### config.mk
export PLATFORM = sky130hd
export DESIGN_NAME = fifo_uart_tx_flat
export DESIGN_NICKNAME = d
export VERILOG_FILES = /design/src/rtl/uart_pkg.sv /design/src/rtl/fifo_uart_tx_if.sv /design/src/rtl/uart_baud_cnt.sv /design/src/rtl/fifo_uart_tx.sv /design/src/flat_wrapper.sv
export SDC_FILE = /design/constraint.sdc
export NUM_CORES = 1
export LEC_CHECK = 0
export CAP_MARGIN = 20
export CORE_UTILIZATION = 33
export CTS_CLUSTER_SIZE = 25
export DETAILED_ROUTE_END_ITERATION = 8
export DONT_BUFFER_PORTS = 1
export GPL_ROUTABILITY_DRIVEN = 0
export HOLD_SLACK_MARGIN = 0.1
export PLACE_DENSITY = 0.46
export SLEW_MARGIN = 20
export SYNTH_ARGS = -nofsm -noshare
export SYNTH_HDL_FRONTEND = slang
export SYNTH_SLANG_ARGS = --single-unit
export TNS_END_PERCENT = 10
### constraint.sdc
create_clock -name clk -period 1.7 [get_ports clk]
set_input_delay 0.255 -clock clk [delete_from_list [all_inputs] [get_ports clk]]
set_output_delay 0.255 -clock clk [all_outputs]
set_load 0.005 [all_outputs]
### src/rtl/uart_pkg.sv
// Shared UART types and line levels for the FIFO drain transmitter and the
// future receive side.
package uart_pkg;

  typedef enum logic [2:0] {
    IDLE,
    POP,
    WAIT,
    START,
    DATA,
    STOP
  } tx_state_e;

  localparam logic START_BIT = 1'b0;
  localparam logic STOP_BIT  = 1'b1;

endpackage

### src/rtl/fifo_uart_tx_if.sv
// FIFO read port as seen by its single reader (master) and by the FIFO (slave).
interface fifo_uart_tx_if #(
  parameter int DATA_W = 8
);

  logic              fifo_r_en;
  logic              fifo_empty;
  logic [DATA_W-1:0] fifo_data;

  modport master (
    output fifo_r_en,
    input  fifo_empty,
    input  fifo_data
  );

  modport slave (
    input  fifo_r_en,
    output fifo_empty,
    output fifo_data
  );

endinterface

### src/rtl/uart_baud_cnt.sv
// Free-running bit-period counter with synchronous clear and a terminal-count
// flag; shared between the UART transmit and receive paths.
module uart_baud_cnt #(
  parameter int CLKS_PER_BIT = 16
) (
  input  logic                            clk,
  input  logic                            rst_n,
  input  logic                            clear,
  output logic [$clog2(CLKS_PER_BIT)-1:0] cnt,
  output logic                            tick
);

  localparam int CNT_W = $clog2(CLKS_PER_BIT);
  localparam logic [CNT_W-1:0] TERMINAL = CNT_W'(CLKS_PER_BIT - 1);
  localparam logic [CNT_W-1:0] CNT_ONE  = CNT_W'(1);

  assign tick = (cnt == TERMINAL);

  always_ff @(posedge clk or negedge rst_n) begin
    if (!rst_n) begin
      cnt <= '0;
    end else if (clear || tick) begin
      cnt <= '0;
    end else begin
      cnt <= cnt + CNT_ONE;
    end
  end

endmodule

### src/rtl/fifo_uart_tx.sv
// Drains the byte FIFO one entry at a time and sends each byte as a UART 8N1
// frame on tx. Every output is a flop fed from the next-state decode.
module fifo_uart_tx
  import uart_pkg::*;
#(
  parameter int CLKS_PER_BIT = 16,
  parameter int DATA_W       = 8
) (
  input  logic                  clk,
  input  logic                  rst_n,
  input  logic                  tx_en,
  fifo_uart_tx_if.master        fif,
  output logic                  tx,
  output logic                  busy,
  output logic                  byte_done
);

  localparam int CNT_W = $clog2(CLKS_PER_BIT);
  localparam int IDX_W = $clog2(DATA_W);
  localparam logic [CNT_W-1:0] PRE_TERMINAL = CNT_W'(CLKS_PER_BIT - 2);
  localparam logic [IDX_W-1:0] LAST_BIT     = IDX_W'(DATA_W - 1);
  localparam logic [IDX_W-1:0] IDX_ONE      = IDX_W'(1);

  tx_state_e         state;
  tx_state_e         state_next;
  logic [DATA_W-1:0] shreg;
  logic [DATA_W-1:0] shreg_next;
  logic [IDX_W-1:0]  bit_idx;
  logic [IDX_W-1:0]  bit_idx_next;
  logic [CNT_W-1:0]  cnt;
  logic              tick;
  logic              tx_next;
  logic              r_en_next;
  logic              busy_next;
  logic              done_next;

  // Restarting the count on every state change keeps each bit a full period.
  uart_baud_cnt #(
    .CLKS_PER_BIT(CLKS_PER_BIT)
  ) u_baud (
    .clk   (clk),
    .rst_n (rst_n),
    .clear (state_next != state),
    .cnt   (cnt),
    .tick  (tick)
  );

  always_comb begin
    state_next   = state;
    shreg_next   = shreg;
    bit_idx_next = bit_idx;
    case (state)
      IDLE: begin
        if (tx_en && !fif.fifo_empty) begin
          state_next = POP;
        end
      end
      POP: begin
        state_next = WAIT;
      end
      WAIT: begin
        shreg_next = fif.fifo_data;
        state_next = START;
      end
      START: begin
        if (tick) begin
          state_next   = DATA;
          bit_idx_next = '0;
        end
      end
      DATA: begin
        if (tick) begin
          shreg_next = shreg >> 1;
          if (bit_idx == LAST_BIT) begin
            state_next = STOP;
          end else begin
            bit_idx_next = bit_idx + IDX_ONE;
          end
        end
      end
      STOP: begin
        if (tick) begin
          state_next = IDLE;
        end
      end
      default: begin
        state_next = IDLE;
      end
    endcase
  end

  // Outputs are decoded from the upcoming state so they line up with it after the edge.
  always_comb begin
    tx_next = STOP_BIT;
    case (state_next)
      START:   tx_next = START_BIT;
      DATA:    tx_next = shreg_next[0];
      default: tx_next = STOP_BIT;
    endcase
    r_en_next = (state_next == POP);
    busy_next = (state_next != IDLE);
    done_next = (state == STOP) && (cnt == PRE_TERMINAL);
  end

  always_ff @(posedge clk or negedge rst_n) begin
    if (!rst_n) begin
      state         <= IDLE;
      shreg         <= '0;
      bit_idx       <= '0;
      tx            <= STOP_BIT;
      fif.fifo_r_en <= 1'b0;
      busy          <= 1'b0;
      byte_done     <= 1'b0;
    end else begin
      state         <= state_next;
      shreg         <= shreg_next;
      bit_idx       <= bit_idx_next;
      tx            <= tx_next;
      fif.fifo_r_en <= r_en_next;
      busy          <= busy_next;
      byte_done     <= done_next;
    end
  end

endmodule

### src/flat_wrapper.sv
// flat-port wrapper written by rule: the top's interface ports become plain ports
module fifo_uart_tx_flat import uart_pkg::*;
#(
  parameter int CLKS_PER_BIT = 16,
  parameter int DATA_W       = 8
)
  (clk, rst_n, tx_en, tx, busy, byte_done, fif_fifo_r_en, fif_fifo_empty, fif_fifo_data);
  fifo_uart_tx_if #(.DATA_W(DATA_W)) fif_i ();
  input  logic clk;
  input  logic rst_n;
  input  logic tx_en;
  output logic tx;
  output logic busy;
  output logic byte_done;
  output wire logic [$bits(fif_i.fifo_r_en)-1:0] fif_fifo_r_en;
  input wire logic [$bits(fif_i.fifo_empty)-1:0] fif_fifo_empty;
  input wire logic [$bits(fif_i.fifo_data)-1:0] fif_fifo_data;
  assign fif_fifo_r_en = fif_i.fifo_r_en;
  assign fif_i.fifo_empty = fif_fifo_empty;
  assign fif_i.fifo_data = fif_fifo_data;
  fifo_uart_tx #(.CLKS_PER_BIT(CLKS_PER_BIT), .DATA_W(DATA_W)) u_core (.clk(clk), .rst_n(rst_n), .tx_en(tx_en), .fif(fif_i), .tx(tx), .busy(busy), .byte_done(byte_done));
endmodule
### After elaboration in Yosys (flattened, before gate mapping)

Index checks and enable logic that the tools add are counted.
W data, S select, Z words.

* bits in registers: 22
* latch bits: 0
* bits in writable memories: 0
* bits in read-only memories: 0
* input port bits: 12
* output and inout bits: 4
* memories kept: 0

* add/subtract/negate cells: 2
* multiply operators: 0
* divide/modulo/power cells: 0
* magnitude comparators: 0
* equality and inequality tests: 15
* shift-type cells: 0
* multiplexer cells: 14
* bitwise gates (word level): 0
* reductions and logical operators: 10

Operators by type and width (count)
* $mux W3: 8
* $pmux W3 S6: 1
* $pmux W8 S2: 1
* $eq A3 B3 Y1 const B: 4
* $eq A3 B2 Y1 const B: 3
* $eq A4 B4 Y1 const B: 2
* $mux W8: 1
* $eq A3 B1 Y1 const B: 2
* $ne A2 B2 Y1 const B: 3
* $pmux W3 S2: 1
* $add A4 B1 Y4 const B: 1
* $mux W4: 1
* $reduce_and A4 Y1: 1
* $reduce_bool A2 Y1: 2
* $add A3 B1 Y3 const B: 1
* $logic_not A3 Y1: 1
* $ne A3 B3 Y1: 1
* $reduce_bool A3 Y1: 1
* $logic_and A1 B1 Y1: 2
* $pmux W1 S2: 1
* $reduce_and A2 Y1: 1
* $logic_not A1 Y1: 1
* $logic_or A1 B1 Y1: 1

### Depth between registers and ports, before layout

* depth in word-level cells: 7
* mapped depth: 6

### Cells and area by module

From an unflattened synthesis, not the netlist that was laid out.

* cell total of the unflattened synthesis: 101
* area total of the unflattened synthesis: 1113.6 sq um

By module, submodules not included
* fifo_uart_tx: instances 1, cells an instance 88, area an instance 942.2 sq um
* uart_baud_cnt: instances 1, cells an instance 13, area an instance 171.4 sq um

### Least setup slack after synthesis

Ideal clock, no wire load.

* path kind: reg-to-reg
* from: register u_core.state[0]
* to: register u_core.tx
* setup time: 0.080 ns
* data arrival time: 1.406 ns
* path slack: 0.215 ns
* cell stages (with the launch flop): 6
* buffers on the path: 1
* path through: dfrtp_1 > buf_6 > nor3b_4 > a21oi_2 > a221o_1 > o22a_1

* elaborated cells on any way between the ends: 16

RTL lines
* start: declaration: RTL line fifo_uart_tx.sv:24 `tx_state_e state;`
* start signal: assignment: RTL line fifo_uart_tx.sv:115 `state <= state_next;`
* $eq A3 B3 Y1 or $eq A3 B2 Y1 (tied branches): RTL line fifo_uart_tx.sv:52 `case (state)`
* $pmux W8 S2 (*): RTL line fifo_uart_tx.sv:52
* via u_core.shreg_next[0]: RTL line fifo_uart_tx.sv:27 `logic [DATA_W-1:0] shreg_next;`
* $pmux W1 S2 (*): RTL line fifo_uart_tx.sv:95 `case (state_next)`
* via u_core.tx_next: RTL line fifo_uart_tx.sv:32 `logic tx_next;`
* end signal: assignment: RTL line fifo_uart_tx.sv:118 `tx <= tx_next;`
* end: declaration: RTL line fifo_uart_tx.sv:13 `output logic tx,`

Mark *: on every way through the listed nets, which the timed path passes. The rest lies on a longest branch.
A chain may end at the register's enable or synchronous reset.

### Final worst setup path

* from: register u_core.bit_idx[0]
* to: register u_core.bit_idx[0]

* longest elaborated chain between the ends: 4
* elaborated cells on any way between the ends: 7

RTL lines
* start: declaration: RTL line fifo_uart_tx.sv:28 `logic [IDX_W-1:0] bit_idx;`
* start signal: assignment: RTL line fifo_uart_tx.sv:117 `bit_idx <= bit_idx_next;`
* $add A3 B1 Y3: RTL line fifo_uart_tx.sv:77 `bit_idx_next = bit_idx + IDX_ONE;`
* $mux W3: RTL line fifo_uart_tx.sv:74 `if (bit_idx == LAST_BIT) begin`
* $mux W3: RTL line fifo_uart_tx.sv:72 `if (tick) begin`
* $pmux W3 S2: RTL line fifo_uart_tx.sv:52

Parallel ways exist; a longest one is shown, timed or not. The select of a mux whose other input is x is not followed.

==> flow_summary.yaml <==
layout:
  layout.cells.most_common_list: "dfrtp_1 (21), nand2_1 (18), dlygate4sd3_1 (9), a22oi_1 (7), nor3_1 (6)"
  fill_cells: 315
  mostFrequentLayoutCell: "dfrtp_1"
  drive_gt1_frac: 0.1579
  area_growth_pct: 17.63
  fin_area_um2: 1244
  final_cells: 158
  nets: 131
  n_antenna_cell: 0
sta:
  maxSlewHeadroom: 0.6688
  fmaxAchievable_ghz: 0.6365
  min_period_over_period: 0.9241
  setup_viol: 0
  fin_crit_ns: 1.571
  rsz0062_at_grt: "false"
  hold_viol: 0
  worst_slack_ns: 0.1290
  skew_ns: 0.008464
  setup_tns_ns: 0
  tightest_slew_ns: 0.4968
  maxSlewViolCount: 0
route:
  drc_errors: 0
  wl_mm: 1.922
  wl_per_cell_um: 12.16
  firstDrtPassIters: 4
  vias: 759
  drt_iter0_markers: 16
  drtAntennaViolNets: 0
  avgViaCountPerCell: 4.804
clock_tree:
  clockBufferDepth: 2
  insertion_delay_ns: 0.31
  htree_levels: 1
  clk_pin_slew_ns: 0.13
  cts_tree: "yes"
  cts_buffers: 3
  cts_num_sinks: 22
  cts_setup_buffers: 0
  clock-root-buffer: "clkbuf_4"
power:
  pwr_density_cell_nw_per_um2: 698.6
  power.total_mw: 0.8689
  power_leakage_nw: 0.5554
  irDropWorstVdd_mv: 0.2405
logic_synthesis:
  ys_seq_area_frac: 0.5219
  avgSynthCellArea_um2: 10.57
  synth-seq-cells: 22
  synth_cell_types: 32
  synth_area_leaders: "dfrtp_1 (50%), nand2_1 (6.4%), a22oi_1 (5.0%)"
  yosysTopAreaCellShare: 0.4970
  netlist_area_um2: 1057
  syn_inst: 100
  synth_nets: 116
  yosysWarnings: 0
  synth_top_area_cell: "dfrtp_1"
placed_design:
  hpwl_mm: 1.348
  portBuffers: 0
  dp.cells: 144
  post-place-ws_ns: 0.1140
  placed_cell_area_um2: 1111
die:
  die_w_um: 58.60
  die_h_um: 58.60
  rows: 20
  pin_count: 16
  core_region_area_um2: 3053
  initial_utilization: 0.3463
  die_area_um2: 3434
outcome:
  status: "finished, final reports clean"
setup_path:
  critPathRequiredTime_ns: 1.91
  path_class: "reg -> reg"
  start_kind: "flop"
  arrival_ns: 1.78
  cp_max_fo: 3
  end_kind: "flop"
global_routing:
  grt_pass1_wl_mm: 3.111
  grt_pass1_vias: 691
  antenna_found_initial: 0
  gr-usage-all-layers: 0.1242
  grt_max_degree: 23
  overflow: 0
flow_run:
  drv_cap: 0
hold_path:
  min_path_type: "in -> reg"
==> registers in the layout, indices dropped and copies added (netlist names) <==
| name | flops |
|---|---|
| u_core.busy | 1 |
| u_core.shreg | 8 |
| u_core.tx | 1 |
| u_core.u_baud.cnt | 4 |
| u_core.byte_done | 1 |
| u_core.fif.fifo_r_en | 1 |
| u_core.state | 3 |
| u_core.bit_idx | 3 |
==> path summary, 6_finish.rpt <==
check                                  start                    to  slack, ns  cells after the start
max                        u_core.bit_idx[0]     u_core.bit_idx[0]       0.13                      5
min                                    tx_en  u_core.fif.fifo_r_en       0.16                      2
max reg2reg                u_core.bit_idx[0]     u_core.bit_idx[0]       0.13                      5
min reg2reg                  u_core.shreg[5]       u_core.shreg[5]       0.49                      2
max in group asynchronous              rst_n             u_core.tx       0.92                      2
min in group asynchronous              rst_n       u_core.shreg[0]       0.43                      2
==> layout make-up <==
class | count | area [µm²] | area share
clock buffer | 4 | 36.28 | 0.02918
inverter | 2 | 7.507 | 0.006036
multi-input combinational | 71 | 460.4 | 0.3702
sequential | 22 | 551.8 | 0.4437
tap | 44 | 55.05 | 0.04427
timing repair buffer | 15 | 132.6 | 0.1066
==> cell families after synthesis <==
logic type / share of synthesized area
AND/OR/NAND/NOR: 0.2095
flip-flops: 0.5219
AO/OA/AOI/OAI: 0.1302
buffers and inverters: 0.04378
adder cells (fa/ha/maj): 0.04734
multiplexers: 0.03077
XOR/XNOR: 0.01657
==> power by group <==
part,switching (mW),internal [mW]
logic,0.0187,0.0215
clock network,0.159,0.131
registers,0.00501,0.534
total,0.183,0.686
==> worst max-delay path: stages (launching register included) <==
cell and delay [ns]:
dfrtp_1 0.41, ha_1 0.20, ha_1 0.21, nor3_1 0.18
o21ai_0 0.17, mux2_2 0.30
==> cell usage after synthesis <==
cell and instances:
dfrtp_1 21, nand2_1 18, a22oi_1 7, nor3_1 6, nor2_1 5, ha_1 4, nand2b_1 4, o21ai_0 3
a21oi_1 2, a22o_1 2, and3_1 2, buf_6 2, inv_1 2, mux2_2 2, nand3_1 2, o22a_1 2
a21oi_2 1, a221o_1 1, and2_1 1, and3_2 1, buf_2 1, buf_4 1, clkbuf_1 1, dfstp_2 1
mux2i_1 1, nand4_1 1, nor2b_1 1, nor3b_2 1, nor3b_4 1, o22ai_1 1, xnor2_1 1, xor2_1 1
==> repair_timing <==
action | in CTS | in global routing
endpoints found under the setup margin | 0 | 3
hold endpoints to repair | 29 | 22
hold buffers | 8 | 2
gates resized for setup | 0 | 1
==> layer usage <==
metal	wire length, µm	track usage	up-vias
li1	-	-	377
met2	842	0.1839	16
met3	60	0.02857	5
met4	41	0.07143	0
met5	0	0	-
met1	977	0.1664	361
==> metrics by stage <==
step                      hold WS [ns]  utilization
after global placement        -0.04006       0.3639
after detailed placement      -0.04000       0.3639
final                           0.1555       0.4074
after global routing            0.1442       0.4074
after floorplan               -0.04059            -
after CTS                       0.1093       0.4020
(Power assumes the default switching activity.)
